<file path="src/rtl/aes_round_sequencer.sv">
// AES round sequencer: steps one block through load, NR rounds and the final round.
// Latency: done pulses 2*NR+1 cycles after accept (key_valid high, MIX_LAT=1), +NR-1 per extra MIX_LAT cycle.
// Backpressure: stalls in LOAD/RND/FINAL while key_valid is low; start accepted only while ready.
module aes_round_sequencer #(
  parameter int NR      = 10,
  parameter int MIX_LAT = 1
) (
  input  logic       clk,
  input  logic       rst,
  input  logic       start,
  input  logic       decrypt,
  input  logic       abort,
  input  logic       key_valid,
  output logic       ready,
  output logic       busy,
  output logic       inverse,
  output logic       key_req,
  output logic [3:0] key_idx,
  output logic       load_state,
  output logic       round_en,
  output logic       mix_bypass,
  output logic [3:0] round,
  output logic       done
);

  localparam int CW = (MIX_LAT > 1) ? $clog2(MIX_LAT) : 1;

  typedef enum logic [2:0] {IDLE, LOAD, RND, MIX, FINAL, DONE} state_t;

  state_t         state, state_nxt;
  logic [CW-1:0]  cnt, cnt_nxt;
  logic [3:0]     round_nxt;
  logic           inverse_nxt;

  // State, MixColumns wait counter, round number and direction registers
  always_ff @(posedge clk or posedge rst) begin
    if (rst) begin
      state   <= IDLE;
      cnt     <= '0;
      round   <= '0;
      inverse <= 1'b0;
    end else begin
      state   <= state_nxt;
      cnt     <= cnt_nxt;
      round   <= round_nxt;
      inverse <= inverse_nxt;
    end
  end

  // Next-state and datapath control; abort overrides everything below reset
  always_comb begin
    state_nxt   = state;
    cnt_nxt     = cnt;
    round_nxt   = round;
    inverse_nxt = inverse;
    key_req     = 1'b0;
    load_state  = 1'b0;
    round_en    = 1'b0;
    mix_bypass  = 1'b0;
    done        = 1'b0;
    case (state)
      IDLE: begin
        if (start && !abort) begin
          state_nxt   = LOAD;
          inverse_nxt = decrypt;
          round_nxt   = 4'd0;
        end
      end
      LOAD: begin
        key_req = 1'b1;
        if (key_valid) begin
          load_state = 1'b1;
          round_nxt  = 4'd1;
          state_nxt  = (NR > 1) ? RND : FINAL;
        end
      end
      RND: begin
        key_req = 1'b1;
        if (key_valid) begin
          state_nxt = MIX;
          cnt_nxt   = CW'(MIX_LAT - 1);
        end
      end
      MIX: begin
        if (cnt == '0) begin
          round_en  = 1'b1;
          round_nxt = round + 4'd1;
          state_nxt = ((round + 4'd1) == 4'(NR)) ? FINAL : RND;
        end else begin
          cnt_nxt = cnt - CW'(1);
        end
      end
      FINAL: begin
        key_req    = 1'b1;
        mix_bypass = 1'b1;
        if (key_valid) begin
          round_en  = 1'b1;
          state_nxt = DONE;
        end
      end
      DONE: begin
        done      = 1'b1;
        state_nxt = IDLE;
        round_nxt = 4'd0;
      end
      default: begin
        state_nxt = IDLE;
        round_nxt = 4'd0;
      end
    endcase
    // A cancelled block must not touch the datapath or report completion
    if (abort) begin
      state_nxt  = IDLE;
      round_nxt  = 4'd0;
      load_state = 1'b0;
      round_en   = 1'b0;
      done       = 1'b0;
    end
  end

  // Status and key index decode; decrypt walks the key schedule backwards
  always_comb begin
    ready   = (state == IDLE) && !abort;
    busy    = (state != IDLE);
    key_idx = 4'd0;
    if (state != IDLE)
      key_idx = inverse ? (4'(NR) - round) : round;
  end

endmodule
</file>
<file path="config.mk">
export PLATFORM = sky130hd
export DESIGN_NAME = aes_round_sequencer
export DESIGN_NICKNAME = d
export VERILOG_FILES = /design/src/rtl/aes_round_sequencer.sv
export SDC_FILE = /design/constraint.sdc
export NUM_CORES = 1
export LEC_CHECK = 0
export BUFFER_PORTS_ARGS = -buffer_cell sky130_fd_sc_hd__buf_2
export CAP_MARGIN = 20
export CELL_PAD_IN_SITES_DETAIL_PLACEMENT = 0
export CELL_PAD_IN_SITES_GLOBAL_PLACEMENT = 1
export CORE_UTILIZATION = 39
export CTS_BUF_LIST = sky130_fd_sc_hd__clkbuf_8
export CTS_CLUSTER_SIZE = 25
export DETAILED_ROUTE_END_ITERATION = 10
export GPL_TIMING_DRIVEN = 0
export PLACE_DENSITY_LB_ADDON = 0.05
export SYNTH_ARGS = -nofsm -noshare
export SYNTH_HDL_FRONTEND = slang
export SYNTH_SLANG_ARGS = --single-unit
</file>
<file path="constraint.sdc">
create_clock -name clk -period 3.7 [get_ports clk]
set_input_delay 0.37 -clock clk [delete_from_list [all_inputs] [get_ports clk]]
set_output_delay 0.37 -clock clk [all_outputs]
set_load 0.03 [all_outputs]
</file>
==> impl_metrics.env, run 1 <==
export IMPL_first_global_vias=665
export IMPL_setup_viol=0
export IMPL_report_final_slew_viol_count=0
export IMPL_comb_power_share_pct=30.0
export IMPL_cts_tree="done"
export IMPL_yosysWarnings=0
export IMPL_p_int_uw=194
export IMPL_port_buffers=20
export IMPL_fill_cells=171
export IMPL_rsz0062_at_grt="no"
export IMPL_ios=22
export IMPL_initial_core_util_pct=42.9
export IMPL_dieArea_um2=1880
export IMPL_syn_area_per_cell_um2=7.86
export IMPL_pwr_share_clk_pct=35.4
export IMPL_synthTopCellsByCount="9 x nand2_1, 8 x dfrtp_1, 8 x nor2_1"
export IMPL_path_clk_slew_ps=40
export IMPL_met3_usage_pct=3.75
export IMPL_grt_start_max_net_pins=11
export IMPL_core_area_um2=1560
export IMPL_vias=670
export IMPL_pre_cts_ws_ps=1950
export IMPL_initialDrtViolationCount=20
export IMPL_fin_tns_setup_ps=0
export IMPL_cts_setup_buffers=0
export IMPL_chipHeight_um=43.4
export IMPL_ctsHoldBuffers=0
export IMPL_synthArstFlopShare_pct=100
export IMPL_min_period_ps=1990
export IMPL_layout_area_seq_um2=200
export IMPL_crit_fanout=10
export IMPL_p_sw_share_pct=32.6
export IMPL_period_share_pct=53.8
export IMPL_synthTopCellsByArea="dfrtp_1 30%, a21oi_1 5.2%, nand2_1 5.1%"
export IMPL_insertion_delay_ps=220
export IMPL_synth_flop_cell="dfrtp_1"
export IMPL_start_kind="register"
export IMPL_htree_levels=1
export IMPL_drv_cap=0
export IMPL_cp_arrival_ps=1620
export IMPL_ant_nets=0
export IMPL_clock_fmax_mhz=503
export IMPL_syn2layout_area_growth_pct=24.2
export IMPL_synth_edff_count=0
export IMPL_clockRootBuffer="clkbuf_8"
export IMPL_met1_usage_pct=26.0
export IMPL_seq_area_frac_synth_pct=30.0
export IMPL_numCtsBuffers=3
export IMPL_critical_path_class="reg -> out"
export IMPL_synth_area_um2=668
export IMPL_worst_slew_pin_slew_ps=550
export IMPL_synth_seq_cells=8
export IMPL_r2r_cells=5
export IMPL_first_pass_iters=7
export IMPL_slew_limit_headroom_pct=63.1
export IMPL_dp_hpwl_um=1200
export IMPL_hold_path_class="in -> async"
export IMPL_hold_viol_final=0
export IMPL_multi_input_area_um2=427
export IMPL_wl_per_cell_um=12.6
export IMPL_overflow=0
export IMPL_die_w_um=43.4
export IMPL_drc=4
export IMPL_fin_skew_ps=0.898
export IMPL_grt_busiest_layer="met2"
export IMPL_nets=118
export IMPL_grt_pass1_wl_um=2850
export IMPL_synth_nets=93
export IMPL_vias_per_cell=5.40
export IMPL_gp_congestion=0.757
export IMPL_grt_met2_usage_pct=34.2
export IMPL_violations="design-rule violations"
export IMPL_yosysTopAreaCellShare_pct=30.0
export IMPL_vdd_ir_drop_worst_v=0.000156
export IMPL_worst_ep_required_time_ps=3330
export IMPL_end_kind="output port"
export IMPL_synth_top_area_cell="dfrtp_1"
export IMPL_max_clock_path_buffers=2
export IMPL_routed_wl_um=1560
export IMPL_p_per_area_nw_per_um2=347
export IMPL_p_sw_uw=93.7
export IMPL_setup_slack_ps=1710
export IMPL_cts_sinks=8
export IMPL_sequentialPowerShare_pct=34.6
export IMPL_antenna_found_initial=0
export IMPL_layout_drive_gt1_share_pct=28.7
export IMPL_n_antenna_cell=0
export IMPL_cellLeakagePower_uw=0.000416
export IMPL_reg2reg_slack_ps=2180
export IMPL_fp_row_count=14
export IMPL_grtUsageTotal_pct=20.1
export IMPL_synthDistinctLibCells=33
export IMPL_ctsResizeCount=0
export IMPL_status="finished, violations left"
export IMPL_syn_inst=85
export IMPL_yosysMostFrequentCell="nand2_1"
export IMPL_p_total_uw=288
flip-flops by register name, summed over array words and instances (netlist names):
signal and count:
state 3, inverse 1, round 4
routing by layer:
metal | vias up | wire [µm]
met2 | 22 | 744
li1 | 342 | -
met4 | 0 | 11
met1 | 304 | 741
met3 | 2 | 60
met5 | - | 0
per-stage QoR:
stage	std cells	utilization, %	area, µm²	hold WS [ps]
6_report	124	53.2	830	89.8
3_3_place_gp	121	50.6	788	330
5_1_grt	124	53.2	830	115
4_1_cts	124	53.2	830	102
2_1_floorplan	85	-	668	186
3_5_place_dp	121	50.6	788	342
placed cells by master, fill, tap and decap left out, types with 3 or more instances in the layout:
cell	n
nor2_1	8
a21oi_1	7
buf_2	23
o21ai_0	3
inv_1	4
nand2b_1	4
dfrtp_1	8
nand2_1	9
nor3_1	3
clkbuf_8	3
nand3b_1	4
nor2b_1	3
cell families (layout without fill, tap and decap cells):
family	after synthesis	after routing	synth area share [%]
simple gates	39	39	32.0
fa+ha+maj	2	2	3.74
buf+inv	10	33	6.18
mux	2	2	3.74
xor+xnor	4	4	5.24
flops	8	8	30.0
compound gates	20	20	19.1
worst paths after layout:
check / start / endpoint
worst max-delay path: state[1] / key_idx[3]
worst min-delay path: rst / state[0]
worst max register to register: round[0] / state[2]
worst min register to register: round[1] / round[1]
max in group asynchronous: rst / inverse
min in group clk: decrypt / inverse
final cells by class:
cell class,count,area share (%)
Buffer,5,2.71
Sequential cell,8,24.1
Clock buffer,3,4.98
Multi-Input combinational cell,67,51.4
Inverter,5,2.26
Timing Repair Buffer,20,12.1
Tap cell,16,2.41
power by group through the flow:
stage / combinational, µW / sequential, µW / clock [µW]
after CTS: 86.9 / 99.4 / 105
final: 86.3 / 99.6 / 102
after detailed placement: 86.6 / 101 / 0
after floorplan: 59.3 / 105 / 0
after global routing: 96.1 / 101 / 109
after global placement: 85.4 / 100 / 0
worst max-delay path, stage by stage (launching register included):
cell and delay, ps:
dfrtp_1 440, buf_2 210, nor3_1 450, nor2_1 100
buf_2 190
Power figures use the tool's default switching activity.
==> run 2, diff against run 1 <==
Settings changed: CORE_ASPECT_RATIO set to 1.5, CORE_UTILIZATION 39 to 33.
Clock period 3.7 ns to 1.76 ns, I/O delays scaled along.
==> run 2 against run 1 <==
  * The run now ends clean
  * Highest routed layer unchanged
  * Largest cell class unchanged
  * Die area rose by 18%
  * Final area is 5.0% higher
  * Total power up 110%
==> impl_metrics.env, run 2 (synthesized netlist as in run 1, its figures left out) <==
export IMPL_status="complete, no violations"
export IMPL_first_global_vias=657
export IMPL_drc=0
export IMPL_rsz0062_at_grt="yes"
export IMPL_p_total_uw=618
export IMPL_end_kind="output port"
export IMPL_chipHeight_um=57.1
export IMPL_first_pass_iters=3
export IMPL_cts_sinks=8
export IMPL_vdd_ir_drop_worst_v=0.000327
export IMPL_largest_register_ffs=4
export IMPL_worst_ep_required_time_ps=1580
export IMPL_final_cell_mix="22 x buf_2, 9 x nand2_1, 8 x nor2_1, 7 x a21oi_1, 7 x dfrtp_1"
export IMPL_regMostFlops="round"
export IMPL_worst_slew_pin_slew_ps=590
export IMPL_ant_nets=0
export IMPL_ios=22
export IMPL_vias=676
export IMPL_fin_util_pct=46.4
export IMPL_min_period_ps=1650
export IMPL_fp_row_count=19
export IMPL_die_w_um=38.7
export IMPL_syn2layout_area_growth_pct=30.3
export IMPL_max_clock_path_buffers=2
export IMPL_hold_ws_ps=187
export IMPL_stdcell_area_um2=871
export IMPL_crit_fanout=10
export IMPL_final_common_cell="buf_2"
export IMPL_vias_per_cell=5.20
export IMPL_insertion_delay_ps=220
export IMPL_drv_cap=0
export IMPL_nets=119
export IMPL_port_buffers=20
export IMPL_cts_tree="done"
export IMPL_antenna_found_initial=0
export IMPL_top_regs="round (4), state (3), inverse (1)"
export IMPL_numCtsBuffers=3
export IMPL_path_clk_slew_ps=40
export IMPL_routed_wl_um=1630
export IMPL_cp_arrival_ps=1480
export IMPL_layout_drive_gt1_share_pct=32.1
export IMPL_core_area_um2=1880
export IMPL_initial_core_util_pct=35.6
export IMPL_multi_input_area_um2=447
export IMPL_wl_per_cell_um=12.6
export IMPL_slew_limit_headroom_pct=60.7
export IMPL_initialDrtViolationCount=3
export IMPL_p_per_area_nw_per_um2=709
export IMPL_gp_congestion=0.736
export IMPL_grt_busiest_layer="met2"
export IMPL_hold_viol_final=0
export IMPL_hold_path_class="in -> reg"
export IMPL_fin_skew_ps=1.57
export IMPL_crit_start="state[0]"
export IMPL_htree_levels=1
export IMPL_report_final_slew_viol_count=0
export IMPL_met1_usage_pct=19.8
export IMPL_r2r_start="round[0]"
export IMPL_grtUsageTotal_pct=17.8
export IMPL_n_antenna_cell=0
export IMPL_holdCritStartpoint="decrypt"
export IMPL_critical_path_class="reg -> out"
export IMPL_placed_cell_area_um2=810
export IMPL_grt_met2_usage_pct=33.3
export IMPL_grt_start_max_net_pins=11
export IMPL_dp_hpwl_um=1290
export IMPL_period_share_pct=94.0
export IMPL_setup_viol=0
export IMPL_overflow=0
export IMPL_layout_area_seq_um2=201
export IMPL_fill_cells=209
export IMPL_clockRootBuffer="clkbuf_8"
export IMPL_start_kind="register"
export IMPL_cellLeakagePower_uw=0.000427
export IMPL_met3_usage_pct=2.33
export IMPL_dieArea_um2=2210
export IMPL_grt_pass1_wl_um=2840
export IMPL_clock_fmax_mhz=604
## run 2: cell count changes in the layout (fill, tap and decap cells not counted), sizes merged
| cell | before | now |
|---|---|---|
| dlygate4sd3 | 0 | 1 |
## run 2: power by group
part           internal, µW  switching, µW
Combinational          71.3            119
Clock                   148           70.1
Sequential              195           14.5
## run 2: worst max-delay path, stage by stage, from the launching register on
cell     delay (ps)
dfrtp_1         340
buf_2           170
buf_2           190
nor2_1          160
nand2_1         110
o21ai_0          90
buf_4           180
## run 2: repair_timing
| item | CTS | global route |
|---|---|---|
| resized for setup | 1 | 4 |
| hold buffers | 1 | 0 |
| setup buffers | 0 | 0 |
| endpoints found under the setup margin | 5 | 5 |
| endpoints found under the hold margin | 8 | 0 |
## run 2: through the flow
stage                     setup TNS (ps)  worst slack [ps]  std cells
after floorplan                        0              73.0         85
after global placement                 0               143        126
after detailed placement               0               125        126
after CTS                              0              36.5        130
after global routing               -12.6             -10.7        130
final                                  0               105        130
## run 2: per-layer routing
layer	routed length, µm	vias up
li1	-	342
met1	658	319
met2	930	13
met3	29	2
met4	14	0
met5	0	-
## run 2: worst paths after layout
kind / end / slack [ps] / depth (start not counted)
max: key_req / 110 / 6
min: inverse / 190 / 2
max reg2reg: state[2] / 290 / 5
min reg2reg: round[1] / 620 / 1
max in group asynchronous: round[0] / 1050 / 3
min in group asynchronous: state[1] / 450 / 3
## run 2: area by class of cell
cell class | instances | area share (%)
Multi-Input combinational cell | 67 | 51.3
Sequential cell | 8 | 23.1
Timing Repair Buffer | 21 | 12.9
Clock buffer | 3 | 4.74
Tap cell | 21 | 3.02
Buffer | 5 | 2.73
Inverter | 5 | 2.16
